## config.mk

```make
export PLATFORM = sky130hd
export DESIGN_NAME = hilo_unit
export DESIGN_NICKNAME = d
export VERILOG_FILES = /design/src/rtl/hilo_unit.sv
export SDC_FILE = /design/constraint.sdc
export NUM_CORES = 1
export LEC_CHECK = 0
export BUFFER_PORTS_ARGS = -buffer_cell sky130_fd_sc_hd__buf_2
export CAP_MARGIN = 25
export CORE_MARGIN = 10
export CORE_UTILIZATION = 55
export DETAILED_ROUTE_END_ITERATION = 6
export PLACE_DENSITY_LB_ADDON = 0.08
export REMOVE_ABC_BUFFERS = 1
export SLEW_MARGIN = 5
export SYNTH_ARGS = -nofsm -noshare
export SYNTH_HDL_FRONTEND = slang
export SYNTH_SLANG_ARGS = --single-unit
```

## constraint.sdc

```tcl
create_clock -name Clk -period 8 [get_ports Clk]
set_clock_uncertainty 0.05 [all_clocks]
set_input_delay 1.6 -clock Clk [delete_from_list [all_inputs] [get_ports Clk]]
set_output_delay 1.6 -clock Clk [all_outputs]
set_load 0.05 [all_outputs]
```

## src/rtl/hilo_unit.sv

```systemverilog
// HI/LO register file with single-cycle MTHI/MTLO/MULT/MADD/MSUB and a
// 32-step restoring divider that stalls the pipeline through Busy.
module hilo_unit #(
  parameter int DIV_CYCLES = 32
) (
  input  logic        Clk,
  input  logic        Reset,
  input  logic        Start,
  input  logic [2:0]  HiLoOp,
  input  logic [63:0] Product,
  input  logic [31:0] A,
  input  logic [31:0] B,
  output logic [31:0] Hi,
  output logic [31:0] Lo,
  output logic        Busy,
  output logic        Done,
  output logic        DivByZero
);

  typedef enum logic [1:0] {IDLE, DIV_RUN, DIV_FIX} state_t;

  localparam logic [2:0] OP_MTHI = 3'b001;
  localparam logic [2:0] OP_MTLO = 3'b010;
  localparam logic [2:0] OP_MULT = 3'b011;
  localparam logic [2:0] OP_MADD = 3'b100;
  localparam logic [2:0] OP_MSUB = 3'b101;
  localparam logic [2:0] OP_DIV  = 3'b110;
  localparam logic [2:0] OP_DIVU = 3'b111;

  state_t      state, state_d;
  logic [31:0] hi_q, lo_q;
  logic [31:0] quo_q, rem_q, dvsr_q;
  logic        q_neg_q, r_neg_q;
  logic [5:0]  cnt_q;
  logic        done_q, dbz_q;

  logic        accept, is_div, is_signed;
  logic [31:0] a_mag, b_mag;
  logic [32:0] shifted, diff;
  logic        take;
  logic [63:0] hilo;

  assign accept    = Start && (state == IDLE) && (HiLoOp != 3'b000);
  assign is_div    = (HiLoOp == OP_DIV) || (HiLoOp == OP_DIVU);
  assign is_signed = (HiLoOp == OP_DIV);
  assign a_mag     = (is_signed && A[31]) ? -A : A;
  assign b_mag     = (is_signed && B[31]) ? -B : B;
  assign hilo      = {hi_q, lo_q};

  // Remainder stays below the divisor, so the trial subtraction needs one extra bit.
  assign shifted = {rem_q, quo_q[31]};
  assign diff    = shifted - {1'b0, dvsr_q};
  assign take    = shifted >= {1'b0, dvsr_q};

  always_ff @(posedge Clk or posedge Reset) begin
    if (Reset) state <= IDLE;
    else       state <= state_d;
  end

  always_comb begin
    state_d = state;
    case (state)
      IDLE:    if (accept && is_div && (B != 32'd0)) state_d = DIV_RUN;
      DIV_RUN: if (cnt_q == 6'(DIV_CYCLES - 1)) state_d = DIV_FIX;
      DIV_FIX: state_d = IDLE;
      default: state_d = IDLE;
    endcase
  end

  always_ff @(posedge Clk or posedge Reset) begin
    if (Reset) begin
      hi_q    <= '0;
      lo_q    <= '0;
      quo_q   <= '0;
      rem_q   <= '0;
      dvsr_q  <= '0;
      q_neg_q <= 1'b0;
      r_neg_q <= 1'b0;
      cnt_q   <= '0;
      done_q  <= 1'b0;
      dbz_q   <= 1'b0;
    end else begin
      done_q <= 1'b0;
      dbz_q  <= 1'b0;
      case (state)
        IDLE: begin
          if (accept) begin
            case (HiLoOp)
              OP_MTHI: hi_q <= A;
              OP_MTLO: lo_q <= A;
              OP_MULT: {hi_q, lo_q} <= Product;
              OP_MADD: {hi_q, lo_q} <= hilo + Product;
              OP_MSUB: {hi_q, lo_q} <= hilo - Product;
              default: begin
                quo_q   <= a_mag;
                rem_q   <= '0;
                dvsr_q  <= b_mag;
                q_neg_q <= is_signed && (A[31] ^ B[31]);
                r_neg_q <= is_signed && A[31];
                cnt_q   <= '0;
              end
            endcase
            // Division by zero completes immediately without touching HI/LO.
            if (!is_div || (B == 32'd0)) done_q <= 1'b1;
            if (is_div && (B == 32'd0))  dbz_q  <= 1'b1;
          end
        end
        DIV_RUN: begin
          rem_q <= take ? diff[31:0] : shifted[31:0];
          quo_q <= {quo_q[30:0], take};
          cnt_q <= cnt_q + 6'd1;
        end
        DIV_FIX: begin
          lo_q   <= q_neg_q ? -quo_q : quo_q;
          hi_q   <= r_neg_q ? -rem_q : rem_q;
          done_q <= 1'b1;
        end
        default: ;
      endcase
    end
  end

  assign Hi        = hi_q;
  assign Lo        = lo_q;
  assign Busy      = (state != IDLE);
  assign Done      = done_q;
  assign DivByZero = dbz_q;

endmodule

```

==> impl_metrics.xml <==
<?xml version="1.0" encoding="UTF-8"?>
<metrics>
  <group name="power">
    <metric name="p_int" unit="uW">3720</metric>
    <metric name="sw_frac_of_total" unit="">0.551</metric>
    <metric name="power.total" unit="uW">8290</metric>
    <metric name="clock_power_share" unit="">0.110</metric>
    <metric name="ir_drop" unit="mV">0.233</metric>
    <metric name="power_leakage" unit="uW">0.00974</metric>
    <metric name="netSwitchingPower" unit="uW">4560</metric>
    <metric name="power_density" unit="nW/um^2">367</metric>
    <metric name="sequentialPowerShare" unit="">0.217</metric>
    <metric name="p_comb_frac" unit="">0.673</metric>
  </group>
  <group name="die">
    <metric name="core" unit="um^2">36900</metric>
    <metric name="dieHeight" unit="um">214</metric>
    <metric name="floorplan.rows" unit="">70</metric>
    <metric name="floorplan.die.width" unit="um">214</metric>
    <metric name="dieArea" unit="um^2">45700</metric>
    <metric name="starting_density" unit="">0.560</metric>
    <metric name="io_pins" unit="">201</metric>
  </group>
  <group name="yosys">
    <metric name="syn-cell-area" unit="um^2">20700</metric>
    <metric name="post_synth_num_cell_types" unit="">91</metric>
    <metric name="yosysWarningCount" unit="">0</metric>
    <metric name="synth_commonest_cells" unit="">o21ai_0 (311), a21oi_1 (257), nand2_1 (235)</metric>
    <metric name="synthDominantCellAreaShare" unit="">0.208</metric>
    <metric name="area_contributors_post_synth" unit="">dfrtp_1 (21%), ha_1 (10%), o21ai_0 (7.5%)</metric>
    <metric name="ys_dominant_reg_cell" unit="">dfrtp_1</metric>
    <metric name="synthArstFlopShare" unit="">1.00</metric>
    <metric name="yosys_register_bits" unit="">172</metric>
    <metric name="synth_most_common_cell" unit="">o21ai_0</metric>
    <metric name="yosysSeqAreaShare" unit="">0.208</metric>
    <metric name="synth_enable_flop_cells" unit="">0</metric>
    <metric name="synth_top_area_cell" unit="">dfrtp_1</metric>
    <metric name="syn_inst" unit="">2818</metric>
    <metric name="postSynthAreaPerCell" unit="um^2">7.33</metric>
  </group>
  <group name="global_routing">
    <metric name="globalRoute.totalOverflow" unit="">0</metric>
    <metric name="grt_max_degree" unit="">107</metric>
    <metric name="grtUsageMet3" unit="">0.128</metric>
    <metric name="first_global_vias" unit="">22600</metric>
    <metric name="globalRouteTotalUtil" unit="">0.378</metric>
    <metric name="met1_capacity_usage_during_global_routing" unit="">0.495</metric>
    <metric name="grt_antenna_before_repair" unit="">6</metric>
    <metric name="global_route_wire_length_before_repair" unit="um">135000</metric>
    <metric name="grt_most_used_layer" unit="">met2</metric>
    <metric name="met2_usage" unit="">0.541</metric>
  </group>
  <group name="timing">
    <metric name="setup_tns" unit="ns">0</metric>
    <metric name="fmaxAchievable" unit="GHz">0.179</metric>
    <metric name="period_share" unit="">0.698</metric>
    <metric name="worstMarginPinSlew" unit="ns">1.09</metric>
    <metric name="grt_setup_unrepaired" unit="">no</metric>
    <metric name="timing.final.crit_period" unit="ns">5.59</metric>
    <metric name="setup_viol_count_final" unit="">0</metric>
    <metric name="max-slew-margin-rel" unit="">0.274</metric>
    <metric name="hold_violations" unit="">0</metric>
    <metric name="slew_viol_final" unit="">0</metric>
    <metric name="holdWs" unit="ns">0.433</metric>
  </group>
  <group name="layout">
    <metric name="final_area" unit="um^2">22600</metric>
    <metric name="multi_input_gate_area" unit="um^2">15000</metric>
    <metric name="seqCellArea" unit="um^2">4300</metric>
    <metric name="final_util" unit="">0.612</metric>
    <metric name="flow.area_growth_from_synthesis" unit="%">9.24</metric>
    <metric name="drive_above_1_share" unit="">0.106</metric>
    <metric name="finish.net_count" unit="">3197</metric>
    <metric name="count_of_filler_cells_inserted_in_the_layout" unit="">3275</metric>
  </group>
  <group name="drt">
    <metric name="vias" unit="">23800</metric>
    <metric name="avgViaCountPerCell" unit="">6.97</metric>
    <metric name="initialDrtViolationCount" unit="">3369</metric>
    <metric name="drt_pass1_iterations" unit="">7</metric>
    <metric name="route.antenna.remaining_nets" unit="">0</metric>
    <metric name="wl_per_cell" unit="um">26.0</metric>
    <metric name="detail_route.drc_violations" unit="">0</metric>
    <metric name="wirelength" unit="um">88700</metric>
  </group>
  <group name="worst_setup_path">
    <metric name="timing.critical_path.fanout_max" unit="">7</metric>
    <metric name="cpPeakStageDelay" unit="ns">0.83</metric>
    <metric name="startpoint_type" unit="">input pin</metric>
    <metric name="critical_path_required" unit="ns">8.33</metric>
    <metric name="cp_cell_sequence" unit="">buf_2, inv_1, ha_1, a21oi_1, a211oi_1, a2111oi_0, o31a_1, o2bb2ai_1, o21ai_0, a221oi_1, o21ai_0, xnor2_1, o221ai_1, o21a_1</metric>
    <metric name="worst-setup-path-type" unit="">in -&gt; reg</metric>
    <metric name="cp_data_arrival_time" unit="ns">5.92</metric>
    <metric name="timing.critical_path.slowest_stage_cell" unit="">a221oi_1</metric>
    <metric name="worst_path_most_repeated_cell" unit="">o21ai_0</metric>
    <metric name="cp-end-kind" unit="">register</metric>
  </group>
  <group name="cts">
    <metric name="cts.path.max_buffers" unit="">2</metric>
    <metric name="postCtsResizedCells" unit="">0</metric>
    <metric name="worst_skew_pair_later_pin_latency" unit="ns">0.45</metric>
    <metric name="hold_bufs_inserted_after_cts" unit="">0</metric>
    <metric name="cts_buffers" unit="">17</metric>
    <metric name="clock_sinks" unit="">172</metric>
    <metric name="post_cts_buffers" unit="">0</metric>
    <metric name="cts_tree" unit="">done</metric>
    <metric name="cts_root_buf" unit="">clkbuf_16</metric>
    <metric name="cts.reportedPaths.clkPinSlew" unit="ns">0.07</metric>
    <metric name="clock_tree.htree_level_count" unit="">4</metric>
  </group>
  <group name="run">
    <metric name="maxCapViolations" unit="">0</metric>
  </group>
  <group name="hold_path">
    <metric name="min-delay-path-class" unit="">reg -&gt; reg</metric>
  </group>
  <group name="placed_design">
    <metric name="gpl.final_weighted_congestion" unit="">1.03</metric>
    <metric name="place_area" unit="um^2">21900</metric>
    <metric name="port-buffer-count" unit="">200</metric>
    <metric name="dp_hpwl" unit="um">68400</metric>
  </group>
  <group name="run_status">
    <metric name="run_status" unit="">finished clean</metric>
  </group>
</metrics>
==> final cells by class <==
class / count / area share
clock inverter: 9 / 0.00715
clock buffer: 22 / 0.0201
inverter: 196 / 0.0328
timing repair buffer: 227 / 0.0555
sequential: 172 / 0.191
antenna: 3 / 0.000333
tap: 504 / 0.0279
multi-input combinational: 2280 / 0.665
==> power by group through the flow <==
stage	Clock, uW	Sequential [uW]	Combinational, uW
finish	912	1800	5580
global route	942	1820	6000
CTS	902	1750	5380
detailed placement	0	1760	5310
global placement	0	1730	5220
floorplan	0	1950	3560
==> critical path: cells and delay by family <==
kind | cells | cell delay, ns
compound gates | 10 | 3.58
xor+xnor | 1 | 0.18
fa+ha+maj | 1 | 0.40
buf+inv | 2 | 0.14
==> worst paths after layout <==
check / cells after the start / endpoint / start / slack (ns)
worst max register to register: 12 / Hi[25] / Lo[2] / 3.28
worst min-delay path: 2 / dvsr_q[30] / dvsr_q[30] / 0.43
min in group asynchronous: 2 / Lo[6] / Reset / 1.00
max in group asynchronous: 4 / quo_q[30] / Reset / 5.25
worst max-delay path: 14 / Hi[25] / Product[2] / 2.41
worst min register to register: 2 / dvsr_q[30] / dvsr_q[30] / 0.43
==> sequential cells by signal (all words and copies together), names as in the netlist, 2 cells and up <==
name and cells:
Hi 32, rem_q 32, state 2, quo_q 32
cnt_q 6, Lo 32, dvsr_q 32
==> cells in the final DEF, fill, tap and decap left out, types with 16 or more instances in the layout <==
master,count
a221oi_1,31
buf_4,22
o21ai_1,17
xnor2_1,149
buf_2,200
nor3_1,70
o21a_1,26
a31oi_1,25
nand2_1,234
o21ai_0,311
nand4_1,34
nand2b_1,24
o41ai_1,22
a211oi_1,26
a21oi_1,257
o21bai_1,43
ha_1,166
nor2_1,207
nand3_1,67
o221ai_1,23
nor4_1,39
clkbuf_16,17
inv_1,191
or3_1,24
a22oi_1,49
or4_1,17
a21o_1,40
o211ai_1,31
and3_1,16
xor2_1,65
mux2i_1,40
o31ai_1,40
nor2b_1,29
dfrtp_1,172
==> layer usage <==
| layer | routed length (um) | vias to the layer above |
|---|---|---|
| li1 | - | 10400 |
| met1 | 35000 | 11200 |
| met3 | 12400 | 376 |
| met2 | 36000 | 1768 |
| met4 | 5210 | 8 |
| met5 | 73 | - |
==> cell families (layout without fill, tap and decap cells) <==
family / count (synthesis) / after routing / synth area share
flip-flops: 172 / 172 / 0.208
AND/OR/NAND/NOR: 815 / 815 / 0.190
AO/OA/AOI/OAI: 1040 / 1040 / 0.320
other: 0 / 3 / 0
adder cells (fa/ha/maj): 169 / 169 / 0.103
multiplexers: 42 / 42 / 0.0205
XOR/XNOR: 214 / 214 / 0.0907
buffers and inverters: 366 / 454 / 0.0673
==> through the flow <==
step                      setup slack, ns  cells
final                                2.41   3413
after CTS                            2.62   3407
after global routing                 2.19   3411
after global placement               2.24   3373
after detailed placement             2.18   3376
after floorplan                      1.37   2648
Power figures use the tool's default switching activity.
